--- src/rtl/shared_reg_arbiter.sv ---
// Round-robin arbiter and write sequencer for one shared WIDTH-bit register.
// One requester is granted, its data committed, then acknowledged; IDLE -> WRITE -> ACK.
module shared_reg_arbiter #(
    parameter int N_REQ   = 4,
    parameter int WIDTH   = 8,
    parameter int COUNT_W = 16,
    localparam int IDX_W  = (N_REQ > 1) ? $clog2(N_REQ) : 1
) (
    input  logic                     clk,
    input  logic                     reset,
    input  logic [N_REQ-1:0]         req,
    input  logic [N_REQ*WIDTH-1:0]   wdata,
    input  logic                     clr,
    output logic [N_REQ-1:0]         grant,
    output logic [N_REQ-1:0]         ack,
    output logic [WIDTH-1:0]         q,
    output logic                     q_valid,
    output logic [IDX_W-1:0]         owner,
    output logic [COUNT_W-1:0]       write_count
);

    typedef enum logic [1:0] {
        ST_IDLE  = 2'd0,
        ST_WRITE = 2'd1,
        ST_ACK   = 2'd2
    } state_t;

    state_t             state_q;
    logic [IDX_W-1:0]   ptr_q;
    logic [IDX_W-1:0]   sel_q;
    logic [N_REQ-1:0]   grant_q;
    logic [N_REQ-1:0]   ack_q;
    logic [WIDTH-1:0]   data_q;
    logic               valid_q;
    logic [IDX_W-1:0]   owner_q;
    logic [COUNT_W-1:0] count_q;

    logic [IDX_W-1:0]   sel_d;
    logic [WIDTH-1:0]   wdata_sel_s;
    logic [COUNT_W-1:0] count_d;

    // First set request strictly after the pointer, wrapping modulo N_REQ.
    function automatic logic [IDX_W-1:0] rr_pick(input logic [N_REQ-1:0] r,
                                                 input logic [IDX_W-1:0] p);
        logic [IDX_W-1:0] cand;
        logic [IDX_W-1:0] pick;
        logic             found;
        cand  = p;
        pick  = p;
        found = 1'b0;
        for (int k = 0; k < N_REQ; k++) begin
            if (cand == IDX_W'(N_REQ - 1)) begin
                cand = {IDX_W{1'b0}};
            end else begin
                cand = cand + IDX_W'(1);
            end
            if (!found && r[cand]) begin
                pick  = cand;
                found = 1'b1;
            end
        end
        return pick;
    endfunction

    function automatic logic [N_REQ-1:0] onehot(input logic [IDX_W-1:0] idx);
        logic [N_REQ-1:0] oh;
        oh = {N_REQ{1'b0}};
        for (int i = 0; i < N_REQ; i++) begin
            if (idx == IDX_W'(i)) begin
                oh[i] = 1'b1;
            end
        end
        return oh;
    endfunction

    function automatic logic [WIDTH-1:0] slice_of(input logic [N_REQ*WIDTH-1:0] d,
                                                  input logic [IDX_W-1:0] idx);
        logic [WIDTH-1:0] s;
        s = {WIDTH{1'b0}};
        for (int i = 0; i < N_REQ; i++) begin
            if (idx == IDX_W'(i)) begin
                s = d[i*WIDTH +: WIDTH];
            end
        end
        return s;
    endfunction

    // Next selection, selected write data and saturating count increment.
    always_comb begin
        sel_d       = rr_pick(req, ptr_q);
        wdata_sel_s = slice_of(wdata, sel_q);
        if (count_q == {COUNT_W{1'b1}}) begin
            count_d = count_q;
        end else begin
            count_d = count_q + COUNT_W'(1);
        end
    end

    // Sequencer FSM with registered grant/ack and the shared register itself.
    always_ff @(posedge clk) begin
        if (reset) begin
            state_q <= ST_IDLE;
            ptr_q   <= IDX_W'(N_REQ - 1);
            sel_q   <= {IDX_W{1'b0}};
            grant_q <= {N_REQ{1'b0}};
            ack_q   <= {N_REQ{1'b0}};
            data_q  <= {WIDTH{1'b0}};
            valid_q <= 1'b0;
            owner_q <= {IDX_W{1'b0}};
            count_q <= {COUNT_W{1'b0}};
        end else begin
            case (state_q)
                ST_IDLE: begin
                    ack_q <= {N_REQ{1'b0}};
                    if (|req) begin
                        sel_q   <= sel_d;
                        grant_q <= onehot(sel_d);
                        state_q <= ST_WRITE;
                    end else begin
                        grant_q <= {N_REQ{1'b0}};
                        state_q <= ST_IDLE;
                    end
                end
                ST_WRITE: begin
                    grant_q <= {N_REQ{1'b0}};
                    ack_q   <= onehot(sel_q);
                    ptr_q   <= sel_q;
                    state_q <= ST_ACK;
                    // A coincident clear wins over the commit but the handshake completes.
                    if (clr) begin
                        data_q  <= {WIDTH{1'b0}};
                        valid_q <= 1'b0;
                    end else begin
                        data_q  <= wdata_sel_s;
                        valid_q <= 1'b1;
                        owner_q <= sel_q;
                        count_q <= count_d;
                    end
                end
                ST_ACK: begin
                    grant_q <= {N_REQ{1'b0}};
                    ack_q   <= {N_REQ{1'b0}};
                    state_q <= ST_IDLE;
                end
                default: begin
                    grant_q <= {N_REQ{1'b0}};
                    ack_q   <= {N_REQ{1'b0}};
                    state_q <= ST_IDLE;
                end
            endcase
            if (clr && (state_q != ST_WRITE)) begin
                data_q  <= {WIDTH{1'b0}};
                valid_q <= 1'b0;
            end
        end
    end

    assign grant       = grant_q;
    assign ack         = ack_q;
    assign q           = data_q;
    assign q_valid     = valid_q;
    assign owner       = owner_q;
    assign write_count = count_q;

endmodule

--- config.mk ---
export PLATFORM = sky130hd
export DESIGN_NAME = shared_reg_arbiter
export DESIGN_NICKNAME = d
export VERILOG_FILES = /design/src/rtl/shared_reg_arbiter.sv
export SDC_FILE = /design/constraint.sdc
export NUM_CORES = 1
export LEC_CHECK = 0
export BUFFER_PORTS_ARGS = -buffer_cell sky130_fd_sc_hd__clkbuf_2
export CAP_MARGIN = 20
export CORE_MARGIN = 2
export CORE_UTILIZATION = 45
export CTS_CLUSTER_DIAMETER = 40
export DETAILED_ROUTE_END_ITERATION = 8
export PLACE_DENSITY = 0.83
export REMOVE_ABC_BUFFERS = 1
export SYNTH_ARGS = -nofsm -noshare
export SYNTH_HDL_FRONTEND = slang
export SYNTH_SLANG_ARGS = --single-unit
export TNS_END_PERCENT = 1
--- constraint.sdc ---
create_clock -name clk -period 2.9 [get_ports clk]
set_input_delay 0.145 -clock clk [delete_from_list [all_inputs] [get_ports clk]]
set_output_delay 0.145 -clock clk [all_outputs]
set_load 0.05 [all_outputs]
==> results.md <==
- Outcome: complete, no violations
- Met1 usage: approximately a quarter
- Gpl congestion: 0.881
- Dpl hpwl: ~3.6 mm
- First drt pass iteration count: 4
- CTS Buf Count: 5
- Leak: 1.07 nW
- H-tree levels: 2
- Number of global-route vias before repair: ~1,900
- Final TNS setup: 0 ns
- Post-CTS Setup Bufs: 0
- Synth area leaders: dfxtp_1 (39%), mux4_2 (8.6%), nand2_1 (6.5%), a21oi_1 (4.3%), nor2_1 (4.3%)
- Initial DRC Count: 118
- Wire length per cell: 13.6 um
- Initial antenna violation count: 0
- Global-route wire length before repair: 8.25 mm
- Sequential cell area: between 800 and 900 um^2
- Slew Limit Headroom: 51.0%
- CP Class: reg2reg
- Dpl cell area: 2460 um^2
- Mux share of post-synthesis cell area: 9.13%
- Max Fclk: 474 MHz
- Initial Util: between 40% and 50%
- RSZ-0062 raised after global routing: false
- Worst Setup SP: ptr_q[0]$_SDFFE_PP1P_
- Net Switching: 0.401 mW
- IO Port Bufs: 73
- Core Footprint: 4410 um^2
- Top cell type by total area after synthesis: dfxtp_1
- Worst-Margin Slew: approximately 0.73 ns
- Xor/xnor cell area share of the yosys netlist: 3.78%
- Ys Warns: 0
- Req. time, crit path: 3.14 ns
- Largest family of logic cells by synthesized area: simple AND/OR/NAND/NOR gates
- Gate power share: 22.0%
- CP endpoint kind: flop
- Cells after synthesis: around 240
- TritonCTS clock tree: built
- FF-to-FF End: grant[0]$_SDFF_PP0_
- N_diodes: 0
- Area delta synth->final: 23.1%
- Simple-gate area share of the yosys netlist: 28.3%
- Hold Vio Cnt, Final: 0
- Post-route clock skew: 0.00687 ns
- Die height: approximately 72 um
- WP buf/inv: 1
- CTS clock-pin slew for the worst setup and hold paths: roughly 0.08 ns
- Seq cells post-synth: just over 40
- Hold WC Path Type: in2reg
- Worst R2R Start: ptr_q[0]$_SDFFE_PP1P_
- CTS sink count: 41
- Layout fillers: just over 400
- Design Area, Final: about 2600 um^2
- Crit path arrival time: 2.34 ns
- Pwr/cell area: roughly 520 nW/um^2
- Busiest layer in global routing: met2
- Final setup viols: 0
- Post-Synthesis Cell Area: about 2100 um^2
- Tot GR Track Use: 19.7%
- Grt met3 use: ~5.6%
- Core Rows: 24
- Synth Area in Adders: roughly 1.2%
- Worst-path maximum fanout: 10
- Max-cap violations: 0
- WL final: 4.88 mm
- Avg Cell Area, Syn: roughly 9 um^2
- Pint: 0.924 mW
- Top_reg_cell synth: dfxtp_1
- Post-CTS Hold Buffers: 0
- Seq/Total Area, Yosys: about two fifths
- IO Count: 74
- R2R Setup Slk: ~0.79 ns
- Min-Delay Startpoint: clr
- Nature of the critical path startpoint: flop
- Post-DRT Antenna Nets: 0
- Switching share of power: between 30% and 40%
- Worst R2R Path Depth: 6
- Final slew viol count: 0
- Post-synthesis compound-gate area fraction: between 10% and 20%
- CTS root buffer: clkbuf_8
- CP Cell Sequence: ha_1 > inv_1 > a2111oi_0 > a211oi_1 > o31ai_2 > and3_1
- Hold endpoint: owner[0]$_SDFFE_PP0P_
- Vias/cell: 5.56
- Global route overflow: 0
- Clock power frac: a little under a third
- Pin count of the biggest net entering global routing: 32
- Cts repair resizes: 0
- Share of flip-flops with an asynchronous set or reset: 0%
- Distinct cell type count after synthesis: 46
- Multi-input logic area: between 1000 and 1500 um^2
- Residual DRC: 0
- Final period utilization: 72.7%
- VDD IR max: ~0.2 mV
- Period minus WS final: ~2.1 ns
- Via count: between 1,500 and 2,000
- Hold depth: 4
- Part of the power in registers: 47.6%
- Max clock buf depth: 2
- Die footprint: 5190 um^2
- Die X: 72.0 um
- Met2 Use GR: 33.4%
- CP delay by family, top: compound AO/OA/AOI/OAI gates
- Fin Hold WS: 0.189 ns
- Layout cells sized above 1: 31.7%
- Clk_lat worst skew: 0.29 ns
- Crit-path max cell delay: 0.48 ns
- Yosys top cell area share: 39.4%
- NumNets Final: ~350
- Slowest cell on the critical path: ha_1
- Number of flops mapped to enable cells by yosys: 0
==> synthesized netlist by cell type (2+ instances only) <==
master     number
dfxtp_1        41
nand3b_1        6
nand2_1        36
nor3_1          2
o31ai_1         3
a2111oi_0       2
a31oi_1         2
o311ai_0        2
o21ai_0         4
xor2_1          8
nand4_1         4
a21oi_1        18
or3b_1          3
nor2_1         24
mux4_2          8
o21a_1          3
or4_1           5
nand3_1        12
nand2b_1        2
ha_1            2
and4_1          2
nor4_1          5
inv_1           5
clkbuf_1        7
or2_2           2
nor2b_1         4
and3_1          2
buf_2           4
==> per-layer routing <==
| metal | vias to the layer above | wire length, um |
|---|---|---|
| met5 | - | 0 |
| met4 | 0 | 57 |
| met3 | 6 | 338 |
| met2 | 62 | 2350 |
| met1 | 922 | 2130 |
| li1 | 1000 | - |
==> power groups by stage <==
stage | Clock, mW | Sequential (mW) | Combinational [mW]
after floorplan | 0 | 0.689 | 0.152
after global placement | 0 | 0.642 | 0.286
after detailed placement | 0 | 0.644 | 0.292
after CTS | 0.414 | 0.631 | 0.293
after global routing | 0.435 | 0.637 | 0.320
final | 0.403 | 0.631 | 0.292
==> stage by stage <==
step / instances / total power [mW] / utilization [%] / worst slack (ns)
2_1_floorplan: 223 / 0.841 / - / 0.490
3_3_place_gp: 350 / 0.928 / 55.8 / 0.918
3_5_place_dp: 350 / 0.936 / 55.8 / 0.803
4_1_cts: 358 / 1.34 / 58.1 / 0.786
5_1_grt: 358 / 1.39 / 58.1 / 0.532
6_report: 358 / 1.33 / 58.1 / 0.791
==> cell families (layout without fill, tap and decap cells) <==
family / Yosys count / count (layout)
compound gates: 44 / 44
xor+xnor: 9 / 9
fa+ha+maj: 2 / 2
buf+inv: 18 / 88
flops: 41 / 41
mux: 9 / 9
simple gates: 113 / 113
==> layout make-up <==
cell class / count / share of cell area [%]
multi-input combinational: 177 / 46.0
tap: 52 / 2.54
clock buffer: 7 / 3.76
clock inverter: 1 / 0.195
inverter: 5 / 0.732
sequential: 41 / 32.0
timing repair buffer: 75 / 14.8
==> sequential cells by signal, indices dropped and copies added, names as in the netlist <==
| name | flops |
|---|---|
| grant | 4 |
| ptr_q | 2 |
| state_q | 2 |
| owner | 2 |
| ack | 4 |
| sel_q | 2 |
| write_count | 16 |
| q_valid | 1 |
| q | 8 |
==> worst max-delay path by stage <==
stage	to	cells after the start	slack (ns)
after floorplan	write_count[7]$_SDFFE_PP0P_	4	0.49
after global placement	grant[1]$_SDFF_PP0_	6	0.92
after detailed placement	grant[0]$_SDFF_PP0_	6	0.80
after CTS	grant[0]$_SDFF_PP0_	6	0.79
after global routing	sel_q[1]$_SDFFE_PP0P_	6	0.53
final	grant[0]$_SDFF_PP0_	6	0.79
==> placed cells by master (no fill, tap or decap), types with 2 or more instances in the layout <==
| cell | synthesis | final |
|---|---|---|
| inv_1 | 5 | 5 |
| ha_1 | 2 | 2 |
| o21ai_0 | 4 | 4 |
| or4_1 | 5 | 5 |
| nor4_1 | 5 | 5 |
| nor2b_1 | 4 | 4 |
| a2111oi_0 | 2 | 2 |
| a21oi_1 | 18 | 18 |
| and4_1 | 2 | 2 |
| o21a_1 | 3 | 3 |
| nand2b_1 | 2 | 2 |
| xor2_1 | 8 | 8 |
| nand2_1 | 36 | 36 |
| mux4_2 | 8 | 8 |
| nand3b_1 | 6 | 6 |
| o311ai_0 | 2 | 2 |
| and3_1 | 2 | 2 |
| o31ai_1 | 3 | 3 |
| buf_4 | 1 | 2 |
| nor2_1 | 24 | 24 |
| nand3_1 | 12 | 12 |
| nor3_1 | 2 | 2 |
| or3b_1 | 3 | 3 |
| dfxtp_1 | 41 | 41 |
| clkbuf_8 | 0 | 7 |
| nand4_1 | 4 | 4 |
| a31oi_1 | 2 | 2 |
| or2_2 | 2 | 2 |
| clkbuf_2 | 0 | 73 |
==> worst reg2reg max path: cells and delay by family (launching register included) <==
kind                     cells  cell delay (ns)
AO/OA/AOI/OAI                3             0.85
adder cells (fa/ha/maj)      1             0.48
flip-flops                   1             0.38
AND/OR/NAND/NOR              1             0.21
buffers and inverters        1             0.13
Power figures use the tool's default switching activity.
